### config.mk
export PLATFORM = sky130hd
export DESIGN_NAME = core_c2_biu_port
export DESIGN_NICKNAME = d
export VERILOG_FILES = /design/src/rtl/core_c2_biu_port.sv
export SDC_FILE = /design/constraint.sdc
export NUM_CORES = 1
export LEC_CHECK = 0
export ABC_AREA = 1
export CAP_MARGIN = 10
export CORE_MARGIN = 5
export CORE_UTILIZATION = 49
export DETAILED_ROUTE_END_ITERATION = 8
export GPL_TIMING_DRIVEN = 1
export HOLD_SLACK_MARGIN = 0.08
export PLACE_DENSITY = 0.86
export SYNTH_ARGS = -nofsm -noshare
export SYNTH_HDL_FRONTEND = slang
export SYNTH_SLANG_ARGS = --single-unit
### constraint.sdc
create_clock -name clk -period 5.5 [get_ports clk]
set_input_delay 0.825 -clock clk [delete_from_list [all_inputs] [get_ports clk]]
set_output_delay 0.825 -clock clk [all_outputs]
set_load 0.05 [all_outputs]
### src/rtl/core_c2_biu_port.sv
`default_nettype none
// ============================================================================
//  Module   : core_c2_biu_port
//  Desc     : Single-master system-bus port for the C2 core. Converts a
//             core request/response interface into split sb_* read/write
//             channels with byte-lane strobes, load lane extraction and
//             misaligned-access detection.
//  Revision : 1.0 - initial release
// ============================================================================
module core_c2_biu_port #(
    parameter int AW      = 32,
    parameter int DW      = 32,
    parameter int MAX_OUT = 2
) (
    input  logic              clk,
    input  logic              rst_n,
    // core side
    input  logic              req_valid,
    output logic              req_ready,
    input  logic              req_write,
    input  logic [AW-1:0]     req_addr,
    input  logic [DW-1:0]     req_wdata,
    input  logic [1:0]        req_size,
    input  logic              req_unsigned,
    output logic              pause,
    output logic              rd_valid,
    output logic [DW-1:0]     rd_data,
    output logic              rd_err,
    output logic              wr_done,
    output logic              wr_err,
    // read address channel
    output logic              sb_arvalid,
    input  logic              sb_arready,
    output logic [AW-1:0]     sb_araddr,
    // read data channel
    input  logic              sb_rvalid,
    output logic              sb_rready,
    input  logic [DW-1:0]     sb_rdata,
    // write channel
    output logic              sb_wvalid,
    input  logic              sb_wready,
    output logic [AW-1:0]     sb_waddr,
    output logic [DW-1:0]     sb_wdata,
    output logic [DW/8-1:0]   sb_wstrb,
    // write response channel
    input  logic              sb_bvalid,
    output logic              sb_bready,
    input  logic              sb_bresp
);

    localparam int OB = $clog2(DW/8);
    localparam int SB = DW/8;
    localparam int CW = $clog2(MAX_OUT+1);
    localparam int PW = (MAX_OUT > 1) ? $clog2(MAX_OUT) : 1;
    localparam int FW = OB + 3;

    localparam logic [CW-1:0] c_max      = CW'(MAX_OUT);
    localparam logic [PW-1:0] c_last     = PW'(MAX_OUT-1);
    localparam bit            c_has_dword = (DW == 64);

    // ------------------------------------------------------------------
    // State
    // ------------------------------------------------------------------
    logic              r_ar_valid;
    logic [AW-1:0]     r_araddr;
    logic [CW-1:0]     r_rd_cnt;
    logic [PW-1:0]     r_wptr;
    logic [PW-1:0]     r_rptr;
    logic [FW-1:0]     r_fifo [MAX_OUT];

    logic              r_w_valid;
    logic [AW-1:0]     r_waddr;
    logic [DW-1:0]     r_wdata;
    logic [SB-1:0]     r_wstrb;
    logic [CW-1:0]     r_wr_cnt;

    logic              r_rd_valid;
    logic              r_rd_err;
    logic [DW-1:0]     r_rd_data;
    logic              r_wr_done;
    logic              r_wr_err;

    // ------------------------------------------------------------------
    // Combinational decode
    // ------------------------------------------------------------------
    logic              w_aligned;
    logic [AW-1:0]     w_bus_addr;
    logic [SB-1:0]     w_strb_base;
    logic [SB-1:0]     w_strb;
    logic [DW-1:0]     w_wdata_rep;

    logic              w_ar_hs, w_r_cpl, w_rd_idle, w_rd_room, w_rd_ok;
    logic              w_rd_acc, w_rd_mis;
    logic              w_w_hs, w_b_cpl, w_wr_idle, w_wr_room, w_wr_ok;
    logic              w_wr_acc, w_wr_mis;

    logic [FW-1:0]     w_fifo_in;
    logic [FW-1:0]     w_fifo_out;
    logic [OB-1:0]     w_rd_off;
    logic [1:0]        w_rd_size;
    logic              w_rd_uns;
    logic [DW-1:0]     w_shift;
    logic [DW-1:0]     w_mask;
    logic              w_sign;
    logic [DW-1:0]     w_ext;

    assign w_bus_addr = {req_addr[AW-1:OB], {OB{1'b0}}};
    assign w_fifo_in  = {req_addr[OB-1:0], req_size, req_unsigned};

    // Natural alignment check; dword only exists on a 64-bit bus
    always_comb begin
        w_aligned = 1'b0;
        case (req_size)
            2'd0:    w_aligned = 1'b1;
            2'd1:    w_aligned = ~req_addr[0];
            2'd2:    w_aligned = (req_addr[1:0] == 2'b00);
            default: w_aligned = c_has_dword && (req_addr[2:0] == 3'b000);
        endcase
    end

    // Store lane strobes and data replication across the bus
    always_comb begin
        w_strb_base = '1;
        w_wdata_rep = req_wdata;
        case (req_size)
            2'd0: begin
                w_strb_base = SB'(1);
                w_wdata_rep = {SB{req_wdata[7:0]}};
            end
            2'd1: begin
                w_strb_base = SB'(3);
                w_wdata_rep = {(DW/16){req_wdata[15:0]}};
            end
            2'd2: begin
                w_strb_base = SB'(4'hF);
                w_wdata_rep = {(DW/32){req_wdata[31:0]}};
            end
            default: begin
                w_strb_base = '1;
                w_wdata_rep = req_wdata;
            end
        endcase
    end
    assign w_strb = w_strb_base << req_addr[OB-1:0];

    // Read channel handshake and accept rules
    assign w_ar_hs   = r_ar_valid & sb_arready;
    assign w_r_cpl   = sb_rvalid & (r_rd_cnt != '0);
    assign w_rd_idle = ~r_ar_valid & (r_rd_cnt == '0);
    assign w_rd_room = (~r_ar_valid | sb_arready) & ((r_rd_cnt < c_max) | sb_rvalid);
    assign w_rd_ok   = w_aligned ? w_rd_room : w_rd_idle;
    assign w_rd_acc  = req_valid & ~req_write & w_rd_ok & w_aligned;
    assign w_rd_mis  = req_valid & ~req_write & w_rd_ok & ~w_aligned;

    // Write channel handshake and accept rules
    assign w_w_hs    = r_w_valid & sb_wready;
    assign w_b_cpl   = sb_bvalid & (r_wr_cnt != '0);
    assign w_wr_idle = ~r_w_valid & (r_wr_cnt == '0);
    assign w_wr_room = (~r_w_valid | sb_wready) & ((r_wr_cnt < c_max) | sb_bvalid);
    assign w_wr_ok   = w_aligned ? w_wr_room : w_wr_idle;
    assign w_wr_acc  = req_valid & req_write & w_wr_ok & w_aligned;
    assign w_wr_mis  = req_valid & req_write & w_wr_ok & ~w_aligned;

    assign req_ready = req_write ? w_wr_ok : w_rd_ok;
    assign pause     = req_valid & ~req_ready;

    // Load lane extraction using the oldest read-info entry
    assign w_fifo_out = r_fifo[r_rptr];
    assign w_rd_off   = w_fifo_out[FW-1:3];
    assign w_rd_size  = w_fifo_out[2:1];
    assign w_rd_uns   = w_fifo_out[0];
    assign w_shift    = sb_rdata >> {w_rd_off, 3'b000};

    // Size mask and sign bit for the extracted lane
    always_comb begin
        w_mask = '1;
        w_sign = w_shift[DW-1];
        case (w_rd_size)
            2'd0: begin w_mask = DW'(8'hFF);         w_sign = w_shift[7];  end
            2'd1: begin w_mask = DW'(16'hFFFF);      w_sign = w_shift[15]; end
            2'd2: begin w_mask = DW'(32'hFFFF_FFFF); w_sign = w_shift[31]; end
            default: begin w_mask = '1;              w_sign = w_shift[DW-1]; end
        endcase
    end
    assign w_ext = (w_shift & w_mask) | ({DW{w_sign & ~w_rd_uns}} & ~w_mask);

    // ------------------------------------------------------------------
    // Read channel: address hold register, inflight counter, FIFO pointers
    // ------------------------------------------------------------------
    always_ff @(posedge clk or negedge rst_n) begin
        if (!rst_n) begin
            r_ar_valid <= 1'b0;
            r_araddr   <= '0;
            r_rd_cnt   <= '0;
            r_wptr     <= '0;
            r_rptr     <= '0;
        end else begin
            if (w_rd_acc) begin
                r_ar_valid <= 1'b1;
                r_araddr   <= w_bus_addr;
                r_wptr     <= (r_wptr == c_last) ? '0 : r_wptr + 1'b1;
            end else if (w_ar_hs) begin
                r_ar_valid <= 1'b0;
            end
            if (w_r_cpl)
                r_rptr <= (r_rptr == c_last) ? '0 : r_rptr + 1'b1;
            if (w_rd_acc && !w_r_cpl)
                r_rd_cnt <= r_rd_cnt + 1'b1;
            else if (!w_rd_acc && w_r_cpl)
                r_rd_cnt <= r_rd_cnt - 1'b1;
        end
    end

    // Read-info storage; contents are only meaningful below the inflight count
    always_ff @(posedge clk) begin
        if (w_rd_acc)
            r_fifo[r_wptr] <= w_fifo_in;
    end

    // ------------------------------------------------------------------
    // Write channel: hold register and inflight counter
    // ------------------------------------------------------------------
    always_ff @(posedge clk or negedge rst_n) begin
        if (!rst_n) begin
            r_w_valid <= 1'b0;
            r_waddr   <= '0;
            r_wdata   <= '0;
            r_wstrb   <= '0;
            r_wr_cnt  <= '0;
        end else begin
            if (w_wr_acc) begin
                r_w_valid <= 1'b1;
                r_waddr   <= w_bus_addr;
                r_wdata   <= w_wdata_rep;
                r_wstrb   <= w_strb;
            end else if (w_w_hs) begin
                r_w_valid <= 1'b0;
            end
            if (w_wr_acc && !w_b_cpl)
                r_wr_cnt <= r_wr_cnt + 1'b1;
            else if (!w_wr_acc && w_b_cpl)
                r_wr_cnt <= r_wr_cnt - 1'b1;
        end
    end

    // Completion pulses, one cycle after the bus response or misaligned accept
    always_ff @(posedge clk or negedge rst_n) begin
        if (!rst_n) begin
            r_rd_valid <= 1'b0;
            r_rd_err   <= 1'b0;
            r_rd_data  <= '0;
            r_wr_done  <= 1'b0;
            r_wr_err   <= 1'b0;
        end else begin
            r_rd_valid <= w_r_cpl | w_rd_mis;
            r_rd_err   <= w_rd_mis;
            r_rd_data  <= w_r_cpl ? w_ext : '0;
            r_wr_done  <= w_b_cpl | w_wr_mis;
            r_wr_err   <= w_wr_mis | (w_b_cpl & sb_bresp);
        end
    end

    assign sb_arvalid = r_ar_valid;
    assign sb_araddr  = r_araddr;
    assign sb_rready  = 1'b1;
    assign sb_wvalid  = r_w_valid;
    assign sb_waddr   = r_waddr;
    assign sb_wdata   = r_wdata;
    assign sb_wstrb   = r_wstrb;
    assign sb_bready  = 1'b1;

    assign rd_valid   = r_rd_valid;
    assign rd_err     = r_rd_err;
    assign rd_data    = r_rd_data;
    assign wr_done    = r_wr_done;
    assign wr_err     = r_wr_err;

endmodule
`default_nettype wire

==> results of run 1 <==
[power groups by stage]
stage | Clock, mW | Sequential, mW | Combinational, mW
floorplan | 0 | 3.41 | 0.888
global placement | 0 | 1.85 | 3.72
detailed placement | 0 | 1.85 | 3.77
CTS | 1.23 | 1.85 | 3.78
finish | 1.22 | 1.84 | 3.77
global route | 1.29 | 1.91 | 3.99
[sequential cells by signal (all words and copies together) (netlist names), 2 cells and up]
| signal | cells |
|---|---|
| r_fifo | 10 |
| r_rd_cnt | 2 |
| r_wr_cnt | 2 |
| rd_data | 32 |
| sb_araddr | 30 |
| sb_waddr | 30 |
| sb_wdata | 32 |
| sb_wstrb | 4 |
[placed cells by master, fill, tap and decap left out, types with 2 or more instances in the layout]
master           count
clkbuf_16           19
o21ai_4              2
nand2_1            338
edfxtp_1            10
a21oi_1             27
inv_2                6
o211ai_1            13
o22ai_1              2
buf_4               10
xnor2_1              2
clkinv_4             2
inv_6                5
nor2_1              23
clkinv_2             2
o21ai_1              4
nor2_2               2
bufinv_16            2
nand3_1             23
conb_1               6
nand4_1             97
ha_1                 2
nand2_4              2
inv_1               48
o21ai_0             39
xor2_1               3
nand3_2              4
clkdlybuf4s50_1    240
dfrtp_1            140
[critical path, delay by kind of cell]
kind,cells,cell delay (ps)
buf+inv,4,1250
simple gates,6,1050
compound gates,1,190
[metal layers]
metal	wire length (um)	share of wire [%]	GRT usage [%]
met1	8617	40	34.42
met2	10200	47	39.80
met3	2158	9.9	7.818
met4	770	3.5	10.76
met5	0	0	0
[kinds of logic after synthesis]
logic type	synth area share, %
buf+inv	7.642
xor+xnor	0.6193
fa+ha+maj	0.3537
flops	53.78
other cells	0.1062
compound gates	7.094
simple gates	30.41
[final timing paths]
kind,from,end
hold / removal,sb_araddr[9],sb_araddr[9]
setup / recovery,req_size[1],pause
hold reg to reg,sb_araddr[9],sb_araddr[9]
max in group asynchronous,rst_n,sb_waddr[6]
setup reg to reg,r_rd_cnt[0],r_fifo[1][2]
min in group asynchronous,rst_n,rd_data[17]
[through the flow]
step / std cells / utilization, %
4_1_cts: 1266 / 70.56
5_1_grt: 1266 / 70.56
3_5_place_dp: 1234 / 66.21
6_report: 1266 / 70.56
2_1_floorplan: 864 / -
3_3_place_gp: 1234 / 66.21
[area by class of cell]
type	count	area [sq um]	area share (%)
clock buffers	21	493.0	4.862
clock inverters	11	131.4	1.296
inverters	56	212.7	2.098
multi-input cells	592	2759	27.21
flip-flops and latches	150	3804	37.52
well taps	184	230.2	2.271
repair buffers	252	2509	24.74
==> summary.txt, run 1 <==
Layout
  • Final instance area: approximately 10000 sq um
  • Final nets: 1179
  • Share of cells above drive strength 1: 5.730%
  • Ant diodes: 0
  • Fillers: 1079
  • Syn-to-layout area delta: 43.34%

Place
  • Pre-CTS setup slack: about 1400 ps
  • PortBufs: about 240
  • DPL Wire Length: 14760 um
  • DP Area: 9514 sq um
  • Routability cong.: roughly 0.84

CTS
  • Longest Clk Path Bufs: 2
  • Setup bufs post-CTS: 0
  • Num CTS Buffers: 17
  • Clock transition at path regs: ~60 ps
  • Clock latency on the worst-skew pair: roughly 420 ps
  • Root buf cell: clkbuf_16
  • H-tree depth: 4
  • Total clock sinks: 150
  • Cts hold-fix bufs: 0
  • TritonCTS clock tree: done
  • Post-CTS sizing: 0

STA
  • Final worst setup slack: between 1000 and 1500 ps
  • Final Hold Viols: 0
  • Worst hold slack: 470.1 ps
  • Slew Limit Fails: 0
  • Crit path time final: around 4200 ps
  • RSZ-0062 raised after global routing: no
  • Worst-margin pin slew: just under 1000 ps
  • Setup TNS: 0 ps
  • Final Cycle Share: 75.47%
  • Clock skew: between 9 and 10 ps
  • Setup violators final: 0
  • Max transition margin: between 30% and 40%
  • FMAX: 0.2409 GHz

Drt
  • Post-DRT Antenna Nets: 0
  • Vias/cell: roughly 5.5
  • Per-cell routed wire length: 17.18 um
  • Starting DRT DRC Count: ~600
  • First drt pass iteration count: 5
  • Via count: about 7000
  • Final wirelength: ~22000 um
  • Residual DRC: 0

Worst setup path
  • Crit-path slowest cell: clkdlybuf4s50_1
  • Worst Path Max Fanout: 19
  • Data required time of the worst path: approximately 4700 ps
  • Critical path's largest stage delay: roughly 600 ps
  • Reg2Reg Setup Slack: between 2000 and 3000 ps
  • Crit-path cells: clkdlybuf4s50_1, nor2_2, inv_2, nand2_4, nand2_1, o21ai_4, buf_4, nand2_1, nand2_1, nor2_1, buf_4
  • Register-to-Register Path Depth: 5
  • CP Launch Type: primary input
  • Data arrival time of the worst path: 3330 ps
  • CP dominant cell by count: nand2_1
  • Worst setup path class: in -> out
  • CP Capture Type: output pin

Power and ir drop
  • P per Cell Area: between 600 and 700 nW/um^2
  • Power Total: 6.833 mW
  • Peak VDD IR: 0.0004590 V
  • Gate power share: a little under three fifths
  • Switching share of total power: around half
  • Clk pwr share: 17.9%
  • LEAKAGE: around 5 nW
  • Sequential power share: 27.0%
  • Internal: 3.465 mW
  • Net switching power: between 3 and 4 mW

Yosys
  • Syn avg cell area: between 8 and 9 sq um
  • Async set or reset register ratio after synthesis: between 90 and 100%
  • Largest cells by area after synthesis: dfrtp_1 (50%), nand2_1 (18%), nand4_1 (8.6%)
  • Cell area after synthesis: roughly 7100 sq um
  • Post-synth EDFFs: 10
  • Syn. warnings: 0
  • Synth area leader: dfrtp_1
  • Most frequent cells after synthesis: nand2_1 (338), dfrtp_1 (140), nand4_1 (97)
  • Top-count cell post-synth: nand2_1
  • Post-synthesis cell count: 860
  • Top FF cell, synth: dfrtp_1
  • Sequential share of the synthesized area: between 50% and 60%
  • Yosys cell types: 31
  • Top cell type's share of synthesized area: 49.53%
  • Synthesized flop and latch total: 150

GRT
  • Pin count of the biggest net entering global routing: slightly above 100
  • Gr usage total: around a quarter
  • Global-route wire length before repair: approximately 35000 um
  • Total global routing overflow: 0
  • Via count of the first global-routing pass: 6740
  • Initial antenna violation count: 0

Floorplan
  • Rows: 44
  • Core area: between 10000 and 15000 sq um
  • Die H: roughly 130 um
  • Die ar.: ~17000 sq um
  • Die Width: approximately 130 um
  • Initial Util: about 49%
  • I/O pins: 250

Hold path
  • Hold Crit Class: reg -> reg
  • Cell depth of the worst hold path: 2

Run
  • Max-cap viol count: 0

Status
  • Status: finished clean
(Power assumes the default switching activity.)
==> inputs of run 2 (changes only) <==
--- a/config.mk
+++ b/config.mk
@@ -8,11 +8,11 @@
 export ABC_AREA = 1
 export CAP_MARGIN = 10
 export CORE_MARGIN = 5
-export CORE_UTILIZATION = 49
+export CORE_UTILIZATION = 41
 export DETAILED_ROUTE_END_ITERATION = 8
 export GPL_TIMING_DRIVEN = 1
 export HOLD_SLACK_MARGIN = 0.08
-export PLACE_DENSITY = 0.86
+export PLACE_DENSITY = 0.77
 export SYNTH_ARGS = -nofsm -noshare
 export SYNTH_HDL_FRONTEND = slang
 export SYNTH_SLANG_ARGS = --single-unit
==> constraint.sdc (replaced) <==
create_clock -name clk -period 3.7 [get_ports clk]
set_input_delay 0.555 -clock clk [delete_from_list [all_inputs] [get_ports clk]]
set_output_delay 0.555 -clock clk [all_outputs]
set_load 0.05 [all_outputs]
==> run 2 against run 1 <==
Against the previous run: sequential share of layout area shrank 0.29 points; count of clock-buffer cells in the layout shrank 3; clock power grew 45%; largest cell class unchanged; largest power group unchanged.
==> summary.txt, run 2 (synthesis gave the netlist of run 1 again) <==
Worst setup path
  • Crit-path cells: clkdlybuf4s50_1, o21ai_1, nand2_1, nand2_4, nand2_1, o21ai_4, nand2_1, nand2_1, nor2_1, buf_4
  • CP Launch Type: primary input
  • CP Capture Type: output pin
  • Reg-to-reg startpoint: r_rptr
  • Critical path's largest stage delay: 650 ps (+50 ps)
  • Data required time of the worst path: 3140 ps (-1540 ps)
  • Worst setup path class: in -> out
  • Crit-path slowest cell: clkdlybuf4s50_1
  • CP dominant cell by count: nand2_1
  • Data arrival time of the worst path: 2460 ps (-870 ps)
  • Crit path launch: req_size[1]
  • Worst Path Max Fanout: 25 (+6)

CTS
  • Setup bufs post-CTS: 0 (unchanged)
  • Cts hold-fix bufs: 0 (unchanged)
  • Post-CTS sizing: 0 (unchanged)
  • Root buf cell: clkbuf_16
  • Clock transition at path regs: 60 ps (about the same)
  • Total clock sinks: 150 (unchanged)
  • Num CTS Buffers: 17 (unchanged)
  • H-tree depth: 4 (unchanged)
  • Clock latency on the worst-skew pair: 430 ps (about the same)
  • Longest Clk Path Bufs: 2 (unchanged)
  • TritonCTS clock tree: done

STA
  • Slew Limit Fails: 0 (unchanged)
  • Max transition margin: 42.21% (+7.5 points)
  • Clock skew: 7.087 ps (-1.946 ps)
  • Setup TNS: 0 ps (unchanged)
  • Setup violators final: 0 (unchanged)
  • Worst-margin pin slew: 866.0 ps (-113.0 ps)
  • RSZ-0062 raised after global routing: no
  • Final Cycle Share: between 80% and 90%
  • Crit path time final: between 3000 and 4000 ps
  • Final Hold Viols: 0 (unchanged)
  • FMAX: roughly 0.33 GHz

Power and ir drop
  • Sequential power share: 27.1% (about the same)
  • Net switching power: 5.043 mW (+50%)
  • P per Cell Area: 991.6 nW/um^2 (+47%)
  • Internal: 5.090 mW (+47%)
  • Switching share of total power: 49.77% (+0.47 points)
  • LEAKAGE: 4.904 nW (+0.33%)
  • Clk pwr share: 17.4% (-0.5 points)
  • Gate power share: 55.4% (+0.3 points)
  • Peak VDD IR: 0.0006834 V (+49%)

Floorplan
  • Initial Util: 41.32% (-7.9 points)
  • Core area: 17120 sq um (+19%)
  • I/O pins: 250 (unchanged)
  • Rows: 48 (+9.1%)
  • Die Width: 141.3 um (+8.6%)
  • Die H: 141.3 um (+8.6%)
  • Die ar.: 19980 sq um (+18%)

Place
  • PortBufs: 243 (unchanged)
  • DP Area: 9618 sq um (+1.1%)
  • Routability cong.: 0.8405 (+0.54%)
  • DPL Wire Length: 15980 um (+8.3%)

Layout
  • Final nets: 1186 (+0.59%)
  • Final instance area: 10220 sq um (+0.79%)
  • Share of cells above drive strength 1: 6.428% (+0.70 points)
  • Fillers: 1532 (+42%)
  • Most common cell after layout, fill and taps aside: nand2_1
  • Commonest cells after routing, fill and taps aside: nand2_1 (338), clkdlybuf4s50_1 (240), dfrtp_1 (140), nand4_1 (97), inv_1 (48)
  • Syn-to-layout area delta: 44.47%
  • Ant diodes: 0 (unchanged)

Drt
  • Residual DRC: 0 (unchanged)
  • Starting DRT DRC Count: 362 (-41%)
  • Post-DRT Antenna Nets: 0 (unchanged)
  • Per-cell routed wire length: 16.94 um (-1.4%)
  • First drt pass iteration count: 5 (unchanged)
  • Final wirelength: 22260 um (+2.3%)
  • Via count: 6799 (-1.6%)
  • Vias/cell: 5.174 (-5.2%)

Status
  • Status: finished clean

GRT
  • Initial antenna violation count: 0 (unchanged)
  • Global-route wire length before repair: 36080 um (+4.6%)
  • Pin count of the biggest net entering global routing: 89 (-13%)
  • Via count of the first global-routing pass: 6750 (+0.15%)
  • Gr usage total: 22.49% (-3.4 points)
  • Total global routing overflow: 0 (unchanged)

Hold path
  • Hold Crit Class: in -> async

Run
  • Max-cap viol count: 0 (unchanged)
[run 2: power by group through the flow]
| stage | clock network [mW] | registers (mW) | logic [mW] |
|---|---|---|---|
| CTS | 1.80 | 2.76 | 5.64 |
| global route | 1.87 | 2.85 | 5.94 |
| finish | 1.77 | 2.75 | 5.62 |
| global placement | 0 | 2.76 | 5.57 |
| detailed placement | 0 | 2.76 | 5.63 |
| floorplan | 0 | 5.07 | 1.32 |
[run 2: per-layer routing]
metal	share of wire, %	GRT usage (%)	wire, um
met5	0	0	0
met4	4.2	10.20	931
met3	8.9	6.168	1991
met2	46	34.49	10240
met1	41	29.81	9094
[run 2: path summary, 6_finish.rpt]
| path | endpoint | slack (ps) | cells after the start |
|---|---|---|---|
| max reg2reg | rd_data[19] | 1330 | 8 |
| max in group asynchronous | sb_araddr[7] | 2690 | 2 |
| max | pause | 680 | 10 |
| min | rd_data[17] | 210 | 1 |
| min reg2reg | sb_wdata[13] | 470 | 2 |
| min in group clk | sb_wdata[13] | 470 | 2 |
[run 2: layout make-up]
cell class,count,area [sq um],area share (%)
sequential,150,3804,37.22
clock buffer,18,439.2,4.298
timing repair buffer,259,2561,25.06
multi-input combinational,592,2759,27.00
inverter,56,212.7,2.082
clock inverter,14,161.4,1.580
tap,225,281.5,2.755
[run 2: critical path: cells and delay by family]
family	cells	cell delay [ps]
AO/OA/AOI/OAI	2	200
AND/OR/NAND/NOR	6	850
buffers and inverters	2	860
[run 2: through the flow]
step | utilization [%] | cells | setup slack, ps | hold WS [ps] | power [mW]
6_report | 59.70 | 1314 | 684.4 | 208.9 | 10.13
5_1_grt | 59.70 | 1314 | 541.3 | 273.8 | 10.65
4_1_cts | 59.70 | 1314 | 661.4 | 229.4 | 10.20
3_5_place_dp | 56.19 | 1282 | 613.4 | 457.7 | 8.389
3_3_place_gp | 56.19 | 1282 | 636.3 | 452.6 | 8.329
2_1_floorplan | - | 864 | 785.3 | 259.4 | 6.393
==> inputs of run 3 (changes only) <==
==> constraint.sdc (replaced) <==
create_clock -name clk -period 2.57 [get_ports clk]
set_input_delay 0.3855 -clock clk [delete_from_list [all_inputs] [get_ports clk]]
set_output_delay 0.3855 -clock clk [all_outputs]
set_load 0.05 [all_outputs]
==> run 3 against run 2 <==
Against the previous run: core utilization increased by 1.2 points; clock power up 44%; non-clock buffer count is 22 higher; flip-flop and latch count unchanged; first-iteration DRC count increased by 8.0%; power is 45% higher; setup slack got worse by 520 ps; global-route usage is 0.19 points lower; critical path depth is the same; sequential share of layout area shrank 0.71 points; largest power group unchanged; highest routed layer unchanged.
==> summary.txt, run 3 (synthesis gave the netlist of run 1 again) <==
Status
  • Status: finished clean

CTS
  • Num CTS Buffers: 17 (unchanged)
  • Clock transition at path regs: 60 ps (about the same)
  • H-tree depth: 4 (unchanged)
  • Longest Clk Path Bufs: 2 (unchanged)
  • Root buf cell: clkbuf_16
  • TritonCTS clock tree: done
  • Clock latency on the worst-skew pair: 420 ps (about the same)
  • Total clock sinks: 150 (unchanged)

Place
  • Routability cong.: 0.9048 (+7.7%)
  • DPL Wire Length: 16230 um (+1.6%)
  • PortBufs: 243 (unchanged)
  • Pre-CTS setup slack: 0.6917 ps (-612.7 ps)
  • DP Area: 9803 sq um (+1.9%)

STA
  • Clock skew: 14.83 ps (+7.746 ps)
  • FMAX: a little over 0.4 GHz
  • Final Cycle Share: a little over nine tenths
  • Crit path time final: 2406 ps
  • Setup TNS: 0 ps (unchanged)
  • Worst-margin pin slew: 594.7 ps (-271.3 ps)
  • Worst hold slack: 464.5 ps (+255.6 ps)
  • RSZ-0062 raised after global routing: no
  • Final worst setup slack: 163.7 ps (-520.8 ps)
  • Slew Limit Fails: 0 (unchanged)
  • Final Hold Viols: 0 (unchanged)
  • Setup violators final: 0 (unchanged)
  • Max transition margin: 60.23% (+18 points)

Worst setup path
  • Worst Path Buf+Inv: 2 (unchanged)
  • Worst setup path class: in -> out
  • Critical path's largest stage delay: 460 ps (-190 ps)
  • Delay-heaviest family, CP: simple AND/OR/NAND/NOR gates
  • Data arrival time of the worst path: 2020 ps (-440 ps)
  • Worst Path Max Fanout: 13 (-48%)
  • Reg-to-reg startpoint: r_rptr
  • Crit-path cells: clkdlybuf4s50_1, o21ai_1, nand2_1, nand2_4, nand2_1, o21ai_4, nand2_1, nand2_2, nor2_2, buf_4
  • CP Launch Type: primary input
  • FF-to-FF End: rd_data[11]
  • CP dominant cell by count: nand2_1
  • Register-to-Register Path Depth: 9 (+1)
  • Crit-path slowest cell: clkdlybuf4s50_1
  • CP Capture Type: output pin
  • Data required time of the worst path: 2180 ps (-960 ps)
  • Reg2Reg Setup Slack: 560 ps (-770 ps)

Layout
  • Commonest cells after routing, fill and taps aside: nand2_1 (337), clkdlybuf4s50_1 (239), dfrtp_1 (140), nand4_1 (97), inv_1 (48)
  • Fillers: 1518 (-0.91%)
  • Share of cells above drive strength 1: 8.371% (+1.9 points)
  • Final instance area: 10420 sq um (+1.9%)
  • Final nets: 1208 (+1.9%)
  • Ant diodes: 0 (unchanged)
  • Most common cell after layout, fill and taps aside: nand2_1
  • Syn-to-layout area delta: 47.27%

GRT
  • Pin count of the biggest net entering global routing: 52 (-42%)
  • Met3 Track Usage GR: 6.202% (+0.034 points)
  • Grt met1 use: 29.83% (about the same)
  • Met2 Usage GRT: 34.71% (+0.23 points)
  • Initial antenna violation count: 0 (unchanged)
  • Via count of the first global-routing pass: 6646 (-1.5%)
  • Gr usage total: 22.29% (-0.19 points)
  • Total global routing overflow: 0 (unchanged)
  • Most Used Layer, Global Route: met2
  • Global-route wire length before repair: 35550 um (-1.5%)

Floorplan
  • Initial Util: 41.32% (unchanged)
  • Rows: 48 (unchanged)
  • Die ar.: 19980 sq um (unchanged)
  • Core area: 17120 sq um (unchanged)
  • Die Width: 141.3 um (unchanged)
  • Die H: 141.3 um (unchanged)
  • I/O pins: 250 (unchanged)

Drt
  • Vias/cell: 5.098 (-1.5%)
  • Residual DRC: 0 (unchanged)
  • Starting DRT DRC Count: 391 (+8.0%)
  • Per-cell routed wire length: 16.51 um (-2.5%)
  • Post-DRT Antenna Nets: 0 (unchanged)
  • First drt pass iteration count: 5 (unchanged)
  • Via count: 6811 (+0.18%)
  • Final wirelength: 22060 um (-0.92%)

Power and ir drop
  • Peak VDD IR: 0.0009099 V (+33%)
  • P per Cell Area: 1407 nW/um^2 (+42%)
  • LEAKAGE: 5.024 nW (+2.4%)

Run
  • Max-cap viol count: 0 (unchanged)

Hold path
  • Hold Crit Class: in -> async
==> run 3: layout make-up <==
cell class / count / area, sq um / share of cell area [%]
clock buffers: 17 / 425.4 / 4.084
clock inverters: 15 / 176.4 / 1.694
inverters: 56 / 212.7 / 2.042
multi-input cells: 592 / 2764 / 26.53
flip-flops and latches: 150 / 3804 / 36.52
well taps: 225 / 281.5 / 2.703
repair buffers: 281 / 2753 / 26.43
==> run 3: how the worst max path moves through the flow <==
stage	depth (start not counted)	from	endpoint	slack [ps]
after floorplan	9	sb_wvalid	pause	40
after global placement	10	req_size[1]	pause	40
after detailed placement	12	req_size[1]	r_wr_cnt[1]	0.7
after CTS	10	req_size[0]	pause	100
after global routing	10	req_size[0]	pause	60
final	10	req_size[0]	pause	160
==> run 3: what timing repair did <==
item,CTS,global route
resized for setup,1,1
hold endpoints to repair,45,0
endpoints found under the setup margin,1,1
hold buffers,1,0
buffers inserted,0,0
==> run 3: metrics by stage <==
| stage | cells | total power [mW] | util [%] |
|---|---|---|---|
| CTS | 1336 | 14.75 | 60.84 |
| detailed placement | 1303 | 12.14 | 57.27 |
| global placement | 1303 | 12.06 | 57.27 |
| global route | 1336 | 15.43 | 60.86 |
| floorplan | 864 | 9.206 | - |
| finish | 1336 | 14.66 | 60.86 |
==> run 3: worst reg2reg max path, stage by stage, from the launching register on <==
cell and delay (ps):
dfrtp_1 470, inv_4 120, nand2_1 90, nand2_1 90
buf_4 240, nand2_1 110, nand3_1 140, nand3_2 100
a21oi_2 410, nor2_1 100
==> run 3: layer usage <==
metal  part of all wire [%]  routed length [um]
met3                    9.0                1985
met5                      0                   0
met2                     46               10220
met4                    3.0                 668
met1                     42                9178
==> run 3: where the power goes <==
group	switching, mW	leakage [nW]	total [mW]	internal, mW
logic	5.63	2.86	8.16	2.53
registers	0.560	1.87	3.95	3.39
clock network	1.07	0.296	2.55	1.47
==> patch, RTL diff (config.mk and constraints of run 2) <==
`r_rd_data` no longer has a reset.
--- a/src/rtl/core_c2_biu_port.sv
+++ b/src/rtl/core_c2_biu_port.sv
@@ -250,3 +250,2 @@
             r_rd_err   <= 1'b0;
-            r_rd_data  <= '0;
             r_wr_done  <= 1'b0;
@@ -256,3 +255,2 @@
             r_rd_err   <= w_rd_mis;
-            r_rd_data  <= w_r_cpl ? w_ext : '0;
             r_wr_done  <= w_b_cpl | w_wr_mis;
@@ -260,2 +258,6 @@
         end
+    end
+
+    always_ff @(posedge clk) begin
+        r_rd_data <= w_r_cpl ? w_ext : '0;
     end
Function: differs if rst_n is asserted again (counterexample within 4 cycles, from zero or initial values and one cycle with rst_n low); with rst_n held inactive, the same outputs for 4 cycles.
==> patch against run 2 <==
  * Combinational power decreased by 24%
  * Count of clock-buffer cells in the layout increased by 2
  * Cell count decreased by 13%
  * Synthesized area decreased by 10%
  * Wire length decreased by 15%
  * Sequential power decreased by 9.5%
  * Cell area decreased by 7.3%
  * Synthesized cell count decreased by 17%
  * Total power decreased by 16%
  * Clock skew increased by 5.3 ps
  * Sequential cell count unchanged
  * Largest power group unchanged
  * Worst setup slack got worse by 53 ps
==> patch: results (changes against run 2) <==
Synth
The share of flip-flops with an asynchronous set or reset came to 72.0% (was 93.3%). The proportion of synthesized chip area in sequential cells is 57.4% (was 53.8%). The count of mapped cells out of synthesis came to 711 (was 860).

The number of distinct library cells after synthesis is 38 (was 31). Leading cell types by total area after synthesis: dfrtp_1 (43%), dfxtp_1 (10%), nand2_1 (9.5%) (was dfrtp_1 (50%), nand2_1 (18%), nand4_1 (8.6%)). List of most frequent post-synthesis cells: nand2_1 (160), o21ai_0 (120), dfrtp_1 (108) (was nand2_1 (338), dfrtp_1 (140), nand4_1 (97)).

Clock tree
The number of CTS-inserted buffers is 17 (unchanged). The deepest clock path buffer count is 2 (unchanged). The H-tree depth is 4 (unchanged). The root cell of the clock tree is clkbuf_16 (unchanged). The clock transition time at the flip-flop clock pins of the worst setup and hold paths was 60 ps (about the same). The number of buffers inserted by post-CTS setup repair is 0 (unchanged).

STA
The transition time at the pin with the least slew margin is 818 ps (was 866 ps). The hold slack is 196 ps (was 209 ps). The worst-case clock skew came to 12.4 ps (was 7.09 ps). The final critical-path required period was 3070 ps (was 3020 ps).

Finish
The layout cell share with drive strength beyond 1 is 7.26% (was 6.43%). The number of antenna repair diodes is 0 (unchanged). The number of nets in the layout is 1048 (was 1186).

Place
The total placed cells including tap cells is 1107 (was 1282). The worst setup slack before clock tree synthesis was 618 ps (was 613 ps). The global placement routability congestion was 0.910 (was 0.841).

The placed cell area was 8880 sq um (was 9620 sq um). The HPWL after detailed placement is 13600 microns (was 16000 microns).

Routing
The final routed wire length divided by cell count is 16.6 microns (was 16.9 microns). The detail-routed via count per cell is 4.92 (was 5.17). The number of detailed-route iterations in the first pass is 5 (unchanged). The initial detailed-routing violation count came to 382 (was 362). The via total after detailed routing is 5608 (was 6799).

Worst setup path
The critical path endpoint is pause (unchanged). The slack of the worst reg-to-reg path is 1420 ps (was 1330 ps). The largest stage delay on the critical path was 790 ps (was 650 ps). The critical path launch point is req_size[0] (was req_size[1]).

The data arrival time at the worst-slack endpoint came to 2510 ps (was 2460 ps). The maximum fanout count along the critical path is 13 (was 25). The cell with the biggest individual delay on the critical path is clkdlybuf4s50_1 (unchanged). The endpoint of the worst-slack reg-to-reg timing path is rd_data[10]$_SDFF_PN0_ (was rd_data[19]$_DFF_PN0_).

Power
The leakage power is 4.21 nW (was 4.90 nW). The total chip power came to 8.46 mW (was 10.1 mW). The combinational share of power is 50.3% (was 55.4%). The worst-case vdd ir drop came to 0.571 mV (was 0.683 mV). The net switching power is 3.88 mW (was 5.04 mW). The clock group power came to 1.71 mW (was 1.77 mW).

Global route
The global-route wire length before repair is 29700 microns (was 36100 microns). The pin count of the biggest net entering global routing is 134 (was 89). The number of global-route vias before repair is 5785 (was 6750).

The global-route total usage across every layer was 21.0% (was 22.5%).

Outcome
Outcome: complete, no violations (unchanged).
patch: changes by cell type after synthesis, sizes merged, moves of 2 or more:
cell and delta:
dfxtp +32, clkbuf -14, o211ai +5, a21oi +32, o21ai +79, buf -6
nand4 -93, dfrtp -32, a31o +2, inv +21, nand2 -175, nand3 -6
patch: logic make-up after synthesis:
kind of cell / after synthesis / share of synthesized area, %
mux: 1 / 0.158
fa+ha+maj: 2 / 0.394
buf+inv: 123 / 8.64
other cells: 2 / 0.118
compound gates: 208 / 18.0
xor+xnor: 6 / 0.828
flops: 150 / 57.4
simple gates: 219 / 14.4
patch: per-layer routing:
layer  GRT usage (%)  up-vias  share of wire, %
met3            9.79       22                11
met4            7.41        0               1.7
met5               0        -                 0
li1                -     2768                 -
met1            24.7     2586                39
met2            33.9      232                48
patch: area by class of cell:
class                   count  area [sq um]
fillers                  1256          5730
flip-flops and latches    150          3640
repair buffers            250          2530
multi-input cells         442          2180
clock buffers              20           467
inverters                  77           294
well taps                 188           235
clock inverters            12           124
